File: src/rtl/xc20xx_cfg_pkg.sv
// xc20xx_cfg_pkg: shared constants and state type for the XC20XX LUT configuration chain
// Contents: state_t (IDLE/SHIFT/COMMIT), LUT4_BITS (truth-table width), FRAME_BITS (data + parity)
package xc20xx_cfg_pkg;
    localparam int LUT4_BITS  = 16;
    localparam int FRAME_BITS = 17;
    typedef enum logic [1:0] {IDLE, SHIFT, COMMIT} state_t;
endpackage

File: src/rtl/xc20xx_lut4_cfg_if.sv
// xc20xx_lut4_cfg_if: serial configuration port between a chain controller and a writable LUT
// start/din/valid: controller -> LUT; ready/dout/done/err: LUT -> controller
interface xc20xx_lut4_cfg_if;
    logic start, din, valid, ready, dout, done, err;
    modport master(output start, din, valid, input ready, dout, done, err);
    modport slave(input start, din, valid, output ready, dout, done, err);
endinterface

File: src/rtl/xc20xx_lut4_mux.sv
// xc20xx_lut4_mux: combinational 16:1 LUT read mux
// Ports: lut (truth table, bit index = sel), sel ({in3,in2,in1,in0}), out (selected bit)
module xc20xx_lut4_mux
    import xc20xx_cfg_pkg::*;
(
    input  logic [LUT4_BITS-1:0] lut,
    input  logic [3:0]           sel,
    output logic                 out
);
    assign out = lut[sel];
endmodule

File: src/rtl/xc20xx_lut4_cfg.sv
// xc20xx_lut4_cfg: writable 4-input LUT loaded through a parity-checked serial frame
// Ports: clk, rst_n (async active-low), cfg (slave config port), in0..in3 (LUT selects), out (LUT output)
module xc20xx_lut4_cfg
    import xc20xx_cfg_pkg::*;
#(
    parameter logic [LUT4_BITS-1:0] INIT = 16'h0000
) (
    input  logic                    clk,
    input  logic                    rst_n,
    xc20xx_lut4_cfg_if.slave        cfg,
    input  logic                    in0,
    input  logic                    in1,
    input  logic                    in2,
    input  logic                    in3,
    output logic                    out
);
    state_t               state;
    logic [LUT4_BITS-1:0] active, shadow;
    logic [4:0]           k;
    logic                 par;
    logic                 take, last, good;
    assign take = state == SHIFT && cfg.valid;
    assign last = k == 5'(FRAME_BITS - 1);
    assign good = ~^{shadow, par};
    assign cfg.ready = state == SHIFT;
    // ~k[3:0] == 15-k: readback of the old table runs MSB first alongside the load
    assign cfg.dout = state == SHIFT && !last ? active[~k[3:0]] : 1'b0;
    assign cfg.done = state == COMMIT && good;
    assign cfg.err  = state == COMMIT && !good;
    always_ff @(posedge clk or negedge rst_n) begin
        if (!rst_n) begin
            state  <= IDLE;
            active <= INIT;
            shadow <= '0;
            k      <= '0;
            par    <= 1'b0;
        end else begin
            if (state == IDLE && cfg.start) begin
                state <= SHIFT;
                k     <= '0;
            end
            if (take) begin
                k <= k + 5'd1;
                if (last) begin
                    par   <= cfg.din;
                    state <= COMMIT;
                end else shadow <= {shadow[LUT4_BITS-2:0], cfg.din};
            end
            if (state == COMMIT) begin
                state <= IDLE;
                if (good) active <= shadow;
            end
        end
    end
    xc20xx_lut4_mux u_mux (
        .lut(active),
        .sel({in3, in2, in1, in0}),
        .out(out)
    );
endmodule
File: src/flat_wrapper.sv
// flat-port wrapper written by rule: the top's interface ports become plain ports
module xc20xx_lut4_cfg_flat import xc20xx_cfg_pkg::*;
#(
    parameter logic [LUT4_BITS-1:0] INIT = 16'h0000
)
  (clk, rst_n, in0, in1, in2, in3, out, cfg_start, cfg_din, cfg_valid, cfg_ready, cfg_dout, cfg_done, cfg_err);
  xc20xx_lut4_cfg_if cfg_i ();
  input  logic clk;
  input  logic rst_n;
  input  logic in0;
  input  logic in1;
  input  logic in2;
  input  logic in3;
  output logic out;
  input wire logic [$bits(cfg_i.start)-1:0] cfg_start;
  input wire logic [$bits(cfg_i.din)-1:0] cfg_din;
  input wire logic [$bits(cfg_i.valid)-1:0] cfg_valid;
  output wire logic [$bits(cfg_i.ready)-1:0] cfg_ready;
  output wire logic [$bits(cfg_i.dout)-1:0] cfg_dout;
  output wire logic [$bits(cfg_i.done)-1:0] cfg_done;
  output wire logic [$bits(cfg_i.err)-1:0] cfg_err;
  assign cfg_i.start = cfg_start;
  assign cfg_i.din = cfg_din;
  assign cfg_i.valid = cfg_valid;
  assign cfg_ready = cfg_i.ready;
  assign cfg_dout = cfg_i.dout;
  assign cfg_done = cfg_i.done;
  assign cfg_err = cfg_i.err;
  xc20xx_lut4_cfg #(.INIT(INIT)) u_core (.clk(clk), .rst_n(rst_n), .cfg(cfg_i), .in0(in0), .in1(in1), .in2(in2), .in3(in3), .out(out));
endmodule
File: config.mk
export PLATFORM = sky130hd
export DESIGN_NAME = xc20xx_lut4_cfg_flat
export DESIGN_NICKNAME = d
export VERILOG_FILES = /design/src/rtl/xc20xx_cfg_pkg.sv /design/src/rtl/xc20xx_lut4_cfg_if.sv /design/src/rtl/xc20xx_lut4_mux.sv /design/src/rtl/xc20xx_lut4_cfg.sv /design/src/flat_wrapper.sv
export SDC_FILE = /design/constraint.sdc
export NUM_CORES = 1
export LEC_CHECK = 0
export CAP_MARGIN = 20
export CORE_MARGIN = 2
export CORE_UTILIZATION = 35
export CTS_BUF_LIST = sky130_fd_sc_hd__clkbuf_4
export CTS_CLUSTER_DIAMETER = 120
export DETAILED_ROUTE_END_ITERATION = 7
export SYNTH_ARGS = -nofsm -noshare
export SYNTH_HDL_FRONTEND = slang
export SYNTH_SLANG_ARGS = --single-unit
File: constraint.sdc
create_clock -name clk -period 3.5 [get_ports clk]
set_input_delay 0.525 -clock clk [delete_from_list [all_inputs] [get_ports clk]]
set_output_delay 0.525 -clock clk [all_outputs]
set_load 0.01 [all_outputs]
==> impl_metrics.yaml <==
hold_path:
  hold_class: "input port to asynchronous set/reset pin"
route:
  drt-initial-drc-count: 53
  postRouteAntennaNets: 0
  viasPerCell: 4.962
  drt_pre_antenna_iters: 2
  postRouteWirelength_mm: 3.500
  drc: 0
  vias: 1171
  wl_per_cell_um: 14.83
logic_synthesis:
  synth_edf_count: 0
  netlist_area_um2: 2073
  synth_area_per_cell_um2: 14.40
  synth_top_area_share_pct: 48.28
  syn_inst: 144
  synth_seq_cells: 40
  synthTopCellsByCount: "dfrtp_1 (40), mux2_2 (25), mux2_4 (9), mux4_2 (9), xnor2_1 (9)"
  ys_warn_count: 0
  synth_area_leaders: "dfrtp_1 (48%), mux2_2 (14%), mux4_2 (9.8%), mux2_4 (6.5%), xnor2_1 (3.8%)"
  synthFlopType: "dfrtp_1"
  yosysTopAreaCell: "dfrtp_1"
  synth.most_common_cell: "dfrtp_1"
  yosysUniqueCellTypes: 30
  ys_async_sr_fraction_pct: 100.0
  ys_seq_area_share_pct: 48.28
  synth_nets: 155
clock_network:
  ctsResizeCount: 0
  post-cts-setup-buffer-count: 0
  insertion_delay_ns: 0.34
  hold_buffers: 0
  cts.sinks: 40
  path_clk_slew_ns: 0.12
  root_buffer: "clkbuf_4"
  clockBufferDepth: 2
  cts_tree: "built"
  numCtsBuffers: 5
  h-tree-depth: 2
floorplan:
  die_y_um: 80.97
  die_w_um: 80.97
  rows: 28
  coreArea_um2: 5816
  ioPinCount: 14
  initial_core_util_pct: 35.65
  die-area_um2: 6555
job:
  drv_cap: 0
placed_design:
  dp_hpwl_mm: 2.628
  dp_slack_ns: 0.3380
  portBuffers: 13
  gp_congestion: 0.7239
grt:
  track_usage_pct: 12.40
  grt_pass1_vias: 1272
  antenna_found_initial: 0
  grt-ovfl-total: 0
  grt_max_degree: 41
  grt_pass1_wl_mm: 6.168
final_layout:
  antenna_cells: 0
  final_net_count: 171
  area_growth_pct: 12.07
  drive_gt1_share_pct: 36.02
timing:
  fin_ws_ns: 0.3567
  drv_slew: 0
  worst_pin_slew_ns: 0.8822
  post-route-min-period_ns: 3.143
  timing.hold.ws_ns: 0.2853
  hold_violations: 0
  setup_viol: 0
  relSlewSlack_pct: 41.19
  skew_ns: 0.005780
  period_share_pct: 89.81
  fmax_ghz: 0.3181
  fin_tns_setup_ns: 0
  rsz0062_at_grt: "no"
pwr:
  power_per_cell_area_nw_per_um2: 993.5
  ir_worst_vdd_uv: 495.8
  power_frac_comb_pct: 53.0
  power_frac_clock_pct: 10.1
  sequentialPowerShare_pct: 36.9
  swShare_pct: 35.04
  total_power_mw: 2.308
  power_leakage_nw: 1.030
  p_int_mw: 1.499
  switchingPower_mw: 0.8089
critical_path:
  path_class: "input port to primary output"
  worstPathRequired_ns: 2.97
  cp-end-kind: "primary output"
  cp-start-kind: "input port"
  cp_max_fo: 4
  worstPathArrival_ns: 2.62
status:
  outcome: "complete, no violations"
[stage by stage]
step | instances | utilization, % | instance area, um^2
global placement | 228 | 38.98 | 2267
CTS | 236 | 39.95 | 2323
global route | 236 | 39.95 | 2323
detailed placement | 228 | 38.98 | 2267
floorplan | 144 | - | 2073
finish | 236 | 39.95 | 2323
[worst paths after layout]
path,from,slack (ns),end,cells after the start
max in group asynchronous,rst_n,2.66,u_core.par,1
hold reg to reg,u_core.k[4],0.53,u_core.k[4],1
setup / recovery,in0,0.36,out,4
setup reg to reg,u_core.shadow[3],1.21,u_core.active[6],6
min in group clk,u_core.k[4],0.53,u_core.k[4],1
hold / removal,rst_n,0.29,u_core.active[15],1
[power groups by stage]
stage          registers [mW]  clock network [mW]  logic [mW]
6_report                0.853               0.232        1.22
2_1_floorplan           0.771                   0        1.06
3_3_place_gp            0.862                   0        1.19
3_5_place_dp            0.866                   0        1.23
4_1_cts                 0.854               0.244        1.24
5_1_grt                 0.890               0.263        1.33
[sequential cells by signal, indices dropped and copies added (netlist names)]
| register | flops |
|---|---|
| u_core.state | 2 |
| u_core.k | 5 |
| u_core.shadow | 16 |
| u_core.par | 1 |
| u_core.active | 16 |
[logic make-up (layout without fill, tap and decap cells)]
family / Yosys count / in the layout / synth area share (%)
DFF: 40 / 40 / 48.28
adders and majority gates: 2 / 2 / 1.207
and+or+nand+nor: 25 / 25 / 6.398
muxes: 45 / 45 / 31.44
buffers and inverters: 9 / 26 / 2.474
AOI/OAI and AO/OA: 9 / 9 / 2.474
xor gates and xnor gates: 14 / 14 / 7.726
[cell type report]
class | count | area (um^2)
Clock buffer | 6 | 45.04
Clock inverter | 2 | 11.26
Fill cell | 568 | 3492
Inverter | 3 | 11.26
Multi-Input combinational cell | 95 | 1021
Sequential cell | 40 | 1001
Tap cell | 75 | 93.84
Timing Repair Buffer | 15 | 140.1
[metal layers]
metal	track usage, %	wire length [um]	up-vias
li1	-	-	550
met1	15.50	1616	597
met2	20.74	1716	18
met3	3.111	114	6
met4	4.576	53	0
met5	0	0	-
[cells in the final DEF, fill, tap and decap left out, types with 3 or more instances in the layout]
cell / count
dfrtp_1: 40
mux2_2: 25
clkdlybuf4s50_1: 12
xnor2_1: 9
mux4_2: 9
mux2_4: 9
nand2_1: 7
o21ai_0: 6
clkbuf_4: 6
nor2_1: 5
inv_1: 3
nor2b_1: 3
[worst max-delay path: stages]
cell,delay [ns]
clkdlybuf4s50_1,0.61
mux4_2,0.54
mux4_2,0.47
clkdlybuf4s50_1,0.48
Note: power is estimated with default switching activity, not from simulation.
